$ cat src/rtl/sr_latch_bank_ctrl.sv
// Round-robin command sequencer for a bank of clocked SR latches.
// Optional readback check enabled by SR_LATCH_CTRL_READBACK_EN.
module sr_latch_bank_ctrl #(
    parameter  int NUM_LATCH = 8,
    parameter  int PULSE_CYC = 2,
    localparam int IDX_W     = $clog2(NUM_LATCH)
) (
    input  logic                 clk,
    input  logic                 rst_n,
    input  logic [1:0]           req_valid,
    input  logic [3:0]           req_op,
    input  logic [2*IDX_W-1:0]   req_idx,
    output logic [1:0]           req_ready,
    output logic [NUM_LATCH-1:0] latch_s,
    output logic [NUM_LATCH-1:0] latch_r,
    input  logic [NUM_LATCH-1:0] latch_q,
    output logic                 busy,
    output logic                 done,
    output logic                 err,
    input  logic                 err_clr
);

    localparam logic [1:0] S_IDLE   = 2'd0;
    localparam logic [1:0] S_DRIVE  = 2'd1;
    localparam logic [1:0] S_SETTLE = 2'd2;

    localparam logic [1:0] OP_SET = 2'd0;
    localparam logic [1:0] OP_CLR = 2'd1;
    localparam logic [1:0] OP_TGL = 2'd2;
    localparam logic [1:0] OP_ALL = 2'd3;

    localparam int CNT_W = (PULSE_CYC > 1) ? $clog2(PULSE_CYC) : 1;
    localparam logic [CNT_W-1:0] CNT_LAST = CNT_W'(PULSE_CYC - 1);

    logic [1:0]           state;
    logic [CNT_W-1:0]     cnt;
    logic                 last_gnt;
    logic [1:0]           gnt;
    logic [1:0]           sel_op;
    logic [1:0]           res_op;
    logic [IDX_W-1:0]     sel_idx;
    logic [NUM_LATCH-1:0] onehot;
    logic [NUM_LATCH-1:0] s_nxt;
    logic [NUM_LATCH-1:0] r_nxt;
    logic                 xfer;
    logic                 oor;
    logic                 rb_fail;
    logic                 err_set;

    // Grant one requester in IDLE; on contention favour the one not served last
    always_comb begin
        gnt = 2'b00;
        if (state == S_IDLE && rst_n) begin
            case (req_valid)
                2'b01:   gnt = 2'b01;
                2'b10:   gnt = 2'b10;
                2'b11:   gnt = last_gnt ? 2'b01 : 2'b10;
                default: gnt = 2'b00;
            endcase
        end
    end

    assign req_ready = gnt;
    assign xfer      = |gnt;
    assign busy      = (state == S_DRIVE) || (state == S_SETTLE);

    // Decode the granted command into the s/r pattern held during DRIVE
    always_comb begin
        sel_op  = gnt[1] ? req_op[3:2] : req_op[1:0];
        sel_idx = gnt[1] ? req_idx[2*IDX_W-1:IDX_W] : req_idx[IDX_W-1:0];
        onehot  = NUM_LATCH'(1) << sel_idx;
        res_op  = sel_op;
        if (sel_op == OP_TGL)
            res_op = (|(latch_q & onehot)) ? OP_CLR : OP_SET;
        s_nxt = (res_op == OP_SET) ? onehot : '0;
        r_nxt = '0;
        if (res_op == OP_ALL)
            r_nxt = '1;
        else if (res_op == OP_CLR)
            r_nxt = onehot;
        oor = (res_op != OP_ALL) && !(|onehot);
    end

`ifdef SR_LATCH_CTRL_READBACK_EN
    logic [NUM_LATCH-1:0] exp_mask;
    logic [NUM_LATCH-1:0] exp_val;

    // Remember which bits should read back, and their values, after the pulse
    always_ff @(posedge clk or negedge rst_n) begin
        if (!rst_n) begin
            exp_mask <= '0;
            exp_val  <= '0;
        end else if (xfer) begin
            exp_mask <= (res_op == OP_ALL) ? '1 : onehot;
            exp_val  <= s_nxt;
        end
    end

    assign rb_fail = (state == S_SETTLE) &&
                     (|((latch_q ^ exp_val) & exp_mask));
`else
    assign rb_fail = 1'b0;
`endif

    assign err_set = (xfer && oor) || rb_fail;

    // Sequencer: accept, hold the pulse PULSE_CYC cycles, settle one cycle
    always_ff @(posedge clk or negedge rst_n) begin
        if (!rst_n) begin
            state    <= S_IDLE;
            cnt      <= '0;
            last_gnt <= 1'b1;
            latch_s  <= '0;
            latch_r  <= '0;
            done     <= 1'b0;
        end else begin
            case (state)
                S_IDLE: begin
                    if (xfer) begin
                        state    <= S_DRIVE;
                        cnt      <= '0;
                        last_gnt <= gnt[1];
                        latch_s  <= s_nxt;
                        latch_r  <= r_nxt;
                    end
                end
                S_DRIVE: begin
                    if (cnt == CNT_LAST) begin
                        state   <= S_SETTLE;
                        latch_s <= '0;
                        latch_r <= '0;
                        done    <= 1'b1;
                    end else begin
                        cnt <= cnt + CNT_W'(1);
                    end
                end
                S_SETTLE: begin
                    state <= S_IDLE;
                    done  <= 1'b0;
                end
                default: begin
                    state   <= S_IDLE;
                    latch_s <= '0;
                    latch_r <= '0;
                    done    <= 1'b0;
                end
            endcase
        end
    end

    // Sticky error flag; a new error outranks a simultaneous clear
    always_ff @(posedge clk or negedge rst_n) begin
        if (!rst_n)
            err <= 1'b0;
        else if (err_set)
            err <= 1'b1;
        else if (err_clr)
            err <= 1'b0;
    end

endmodule

$ cat config.mk
export PLATFORM = sky130hd
export DESIGN_NAME = sr_latch_bank_ctrl
export DESIGN_NICKNAME = d
export VERILOG_FILES = /design/src/rtl/sr_latch_bank_ctrl.sv
export SDC_FILE = /design/constraint.sdc
export NUM_CORES = 1
export LEC_CHECK = 0
export ABC_CLOCK_PERIOD_IN_PS = 5200
export CAP_MARGIN = 30
export CORE_UTILIZATION = 50
export CTS_CLUSTER_SIZE = 25
export DETAILED_ROUTE_END_ITERATION = 16
export PLACE_DENSITY = 0.95
export SLEW_MARGIN = 0
export SYNTH_ARGS = -nofsm -noshare
export SYNTH_HDL_FRONTEND = slang
export SYNTH_SLANG_ARGS = --single-unit
$ cat constraint.sdc
create_clock -name clk -period 5.2 [get_ports clk]
set_clock_uncertainty 0.2 [all_clocks]
set_input_delay 0.78 -clock clk [delete_from_list [all_inputs] [get_ports clk]]
set_output_delay 0.78 -clock clk [all_outputs]
set_load 0.01 [all_outputs]
Yosys cells after proc, flatten, opt, wreduce, memory -nomap -nowiden. Index checks and enable logic that the tools add are counted.

Flip-flop bits (word level): 22. Logic and storage cells: 65.

Add/sub/neg operators: 1. Eq/ne operators: 11. Shift operators: 1. Multiplexer cells: 25. Bitwise gates (word level): 3. Reduce and logical (&&, ||, !) cells: 17.

Operators with widths (count): 2-to-1 mux 8 bit (6); case mux 8 bit (3 select lines) (2); OR reduction 8 bit (2); 2-to-1 mux 2 bit (6); == test 2 bit (second input constant) (5); bitwise AND 8 bit (1); AND reduction 2 bit (4); << shifter 1 x 3 -> 8 bit (first input constant) (1); == test 2 x 1 -> 1 bit (second input constant) (3); 2-to-1 mux 1 bit (6); != test 2 bit (second input constant) (3); case mux 2 bit (3 select lines) (1); zero test 2 bit (2); case mux 1 bit (2 select lines) (2); case mux 2 bit (2 select lines) (1); nonzero test 2 bit (2); logical AND 1 bit (3); 2-to-1 mux 3 bit (1); AND reduction 3 bit (1); NOT 1 bit (2); OR reduction 2 bit (1); adder 1 bit (second input constant) (1); zero test 1 bit (1); logical OR 1 bit (1).

Logic depth before layout (Yosys ltp).
Word-level depth: 14. Gate-level depth with buffers: 11.

Worst setup path after synthesis. OpenSTA, ideal clock, no wires.

Path type: input-to-reg. From: input port req_valid[1]. To: register latch_r[6]. Library setup time: 0.152 ns. Arrival time: 1.970 ns. Required time: 4.848 ns. Setup slack: 2.877 ns. Cell stages on the path: 8. Buffers on the path: 1. Path through: and3_4 nand2_4 buf_6 inv_2 mux2i_1 nor2_1 a2bb2oi_2 o211ai_1.

Longest elaborated chain between the ends: 14. Elaborated cells on any way between the ends: 22.

Ends and longest elaborated chain: start, declared (RTL line 10) `input logic [1:0] req_valid,`; == test 2 bit / == test 2 x 1 -> 1 bit (equally long branches) (RTL line 54) `case (req_valid)`; case mux 2 bit (3 select lines) * (RTL line 54); 2-to-1 mux 2 bit * (RTL line 53) `if (state == S_IDLE && rst_n) begin`; net req_ready[1] (RTL line 13) `output logic [1:0] req_ready,`; 2-to-1 mux 3 bit (RTL line 70) `sel_idx = gnt[1] ? req_idx[2*IDX_W-1:IDX_W] : req_idx[IDX_W-1:0];`; << shifter 1 x 3 -> 8 bit (RTL line 71) `onehot = NUM_LATCH'(1) << sel_idx;`; bitwise AND 8 bit (RTL line 74) `res_op = (|(latch_q & onehot)) ? OP_CLR : OP_SET;`; OR reduction 8 bit (RTL line 74); 2-to-1 mux 1 bit (RTL line 74); 2-to-1 mux 2 bit (RTL line 73) `if (sel_op == OP_TGL)`; == test 2 x 1 -> 1 bit (RTL line 79) `else if (res_op == OP_CLR)`; 2-to-1 mux 8 bit (RTL line 79); 2-to-1 mux 8 bit (RTL line 77) `if (res_op == OP_ALL)`; 2-to-1 mux 8 bit (RTL line 119) `if (xfer) begin`; case mux 8 bit (3 select lines) (RTL line 117) `case (state)`; end signal, assigned (RTL line 124) `latch_r <= r_nxt;`; end, declared (RTL line 15) `output logic [NUM_LATCH-1:0] latch_r,`.

Mark *: on every way through the listed nets, which the timed path passes. The rest lies on a longest branch. The select of a mux whose other input is x is not followed. A chain may end at the register's enable or synchronous reset.

Worst setup path after layout.
From: input port rst_n. To: output port req_ready[1].

Longest elaborated chain between the ends: 2.

Ends and longest elaborated chain: start, declared (RTL line 9) `input logic rst_n,`; logical AND 1 bit (RTL line 53); 2-to-1 mux 2 bit (RTL line 53); end, declared (RTL line 13).

No other way between the ends.

==> results.json <==
{
  "layout_min_cycle_time_ns": 3.66,
  "hold_class": "reg2reg",
  "post_drt_wl_per_cell_um": 16.4,
  "holdPathStages": 2,
  "cts_buffer_depth": 2,
  "min_from": "last_gnt",
  "finalHoldViolCount": 0,
  "crit_path_start_kind": "input port",
  "vdd_drop_max_mv": 0.273,
  "power_density_nw_per_um2": 388,
  "crit_arrival_ns": 2.68,
  "clkSlewWorstSetupHoldPaths_ns": 0.12,
  "cp_max_fo": 13,
  "p_sw_share_pct": 37.8,
  "synthSimpleGateAreaFrac_pct": 23.7,
  "vias_per_cell": 6.07,
  "clkPwrFrac_pct": 17.3,
  "synth_area_um2": 1450,
  "dp_hpwl_mm": 2.90,
  "finalWorstSetupSlack_ns": 1.54,
  "ys.flop_type": "dfrtp_1",
  "layout_commonest_cell": "clkdlybuf4s50_1",
  "p_switching_w": 0.000285,
  "synth_cell_types": 45,
  "first_global_vias": 1346,
  "ant_nets": 0,
  "die_height_um": 55.8,
  "worst_pin_slew_ns": 0.581,
  "synth_edf_count": 0,
  "synth_compound_gate_area_share_pct": 24.0,
  "vias": 1359,
  "reg2reg_depth": 8,
  "timing.final.crit_share_pct": 70.3,
  "htreeDepth": 1,
  "portBuffers": 43,
  "synth_mux_area_share_pct": 6.75,
  "rows": 19,
  "max_slew_margin_pct": 61.0,
  "coreArea_um2": 2760,
  "final_area_um2": 1940,
  "yosysSeqAreaShare_pct": 38.1,
  "first_pass_iters": 5,
  "avgSynthCellArea_um2": 9.64,
  "rsz0062_at_grt": "no",
  "place_ws_ns": 1.57,
  "syn_inst": 150,
  "place_area_um2": 1890,
  "worst_hold_path.endpoint": "last_gnt",
  "nets": 221,
  "synthAdderAreaFrac_pct": 3.46,
  "p_seq_share_pct": 32.9,
  "drive_gt1_share_pct": 13.5,
  "drt_first_iter_violations": 44,
  "syn_nets": 177,
  "outcome": "completed",
  "layout_common_cells": "clkdlybuf4s50_1, nand2_1, dfrtp_1",
  "cts.sinks": 22,
  "cp.required_ns": 4.22,
  "antenna_found_initial": 0,
  "drv_slew": 0,
  "post-route-util_pct": 70.5,
  "clk_latency_ns": 0.30,
  "cts_setup_buffers": 0,
  "cp-end-kind": "output port",
  "start_util_pct": 52.5,
  "die_x_um": 55.8,
  "setup-tns-final_ns": 0,
  "intPower_w": 0.000469,
  "hold_ws_ns": 0.309,
  "worstSetupPathType": "in2out",
  "routed_wl_mm": 3.68,
  "grtUsageTotal_pct": 25.3,
  "cellLeakagePower_nw": 0.811,
  "drc_errors": 0,
  "grt_pass1_wl_mm": 6.24,
  "async_flop_share_pct": 100,
  "fmax_ghz": 0.274,
  "cts_resized": 0,
  "p_comb_share_pct": 49.8,
  "cts_tree": "done",
  "synth-seq-cells": 22,
  "grt-ovfl-total": 0,
  "postCtsHoldBufs": 0,
  "r2r_slack_ns": 2.51,
  "reg2reg_to": "latch_s[0]",
  "finalSetupViolations": 0,
  "drv_cap": 0,
  "numCtsBuffers": 3,
  "synth_top_family_by_area": "compound AO/OA/AOI/OAI gates",
  "boundaryPins": 44,
  "synth_warnings": 0,
  "diodes": 0,
  "grt_start_max_net_pins": 17,
  "die_area_um2": 3110,
  "cts_root_buf": "clkbuf_4",
  "rr_startpoint": "state[0]",
  "synth-xor-area-share_pct": 0,
  "gp_congestion": 0.849,
  "area_growth_pct": 34.4
}
[kinds of logic after synthesis]
logic type                 count (synthesis)
buffers and inverters                     12
adders and majority gates                  4
AOI/OAI and AO/OA                         44
muxes                                      9
and+or+nand+nor                           59
DFF                                       22
[metrics by stage]
stage	std cells	power (W)
global placement	220	0.000596
global route	224	0.000797
floorplan	150	0.000482
CTS	224	0.000752
detailed placement	220	0.000620
finish	224	0.000754
[registers in the layout, summed over array words and instances, names as in the netlist]
name      cells
err           1
last_gnt      1
latch_r       8
cnt           1
state         2
latch_s       8
done          1
[layout make-up]
type	count	area [um2]
Clock buffer	3	22.5
Clock inverter	1	30.0
Fill cell	216	813
Inverter	7	26.3
Multi-Input combinational cell	116	837
Sequential cell	22	552
Tap cell	31	38.8
Timing Repair Buffer	44	438
[layer usage]
layer	up-vias	wire [um]	track usage, %
li1	633	-	-
met1	658	1500	30.8
met2	56	1940	46.1
met3	12	173	3.49
met4	0	70	7.50
met5	-	0	0
[how the worst max path moves through the flow]
stage / startpoint / endpoint / slack [ns] / depth (start not counted)
after floorplan: req_valid[1] / latch_r[6] / 2.88 / 8
after global placement: rst_n / req_ready[1] / 1.59 / 5
after detailed placement: rst_n / req_ready[1] / 1.57 / 5
after CTS: rst_n / req_ready[1] / 1.55 / 5
after global routing: rst_n / req_ready[1] / 1.44 / 5
final: rst_n / req_ready[1] / 1.54 / 5
[critical path, cell delays in order]
cell and delay (ns):
clkdlybuf4s50_1 0.77, and3_4 0.32, nand2_4 0.13, inv_2 0.13, clkdlybuf4s50_1 0.55
[power by group through the flow]
stage	clock network, W	logic, W	registers [W]
detailed placement	0	0.000369	0.000251
finish	0.000131	0.000375	0.000248
global route	0.000139	0.000404	0.000254
CTS	0.000131	0.000374	0.000248
floorplan	0	0.000222	0.000260
global placement	0	0.000348	0.000248
[Yosys cell counts (2+ instances only)]
library cell	number	share of area (%)
nor2_1	9	2.3
clkbuf_1	2	0.52
mux2_2	2	1.6
a221oi_2	2	2.1
a2bb2oi_2	2	2.1
mux2i_1	6	4.2
o211ai_1	8	4.2
inv_1	6	1.6
dfrtp_1	21	36
nand4b_1	3	1.8
and3_1	2	0.86
a41oi_2	2	2.2
o22a_1	2	1.2
nand2_1	23	6.0
nand3_1	4	1.4
nor2b_1	2	0.86
o21ai_1	9	3.1
a221o_1	2	1.4
a31oi_1	2	0.86
o21ai_0	3	1.0
and3_4	2	1.6
ha_1	4	3.5
a21oi_1	7	2.4
nand2b_1	4	1.7
Note: power is estimated with default switching activity, not from simulation.
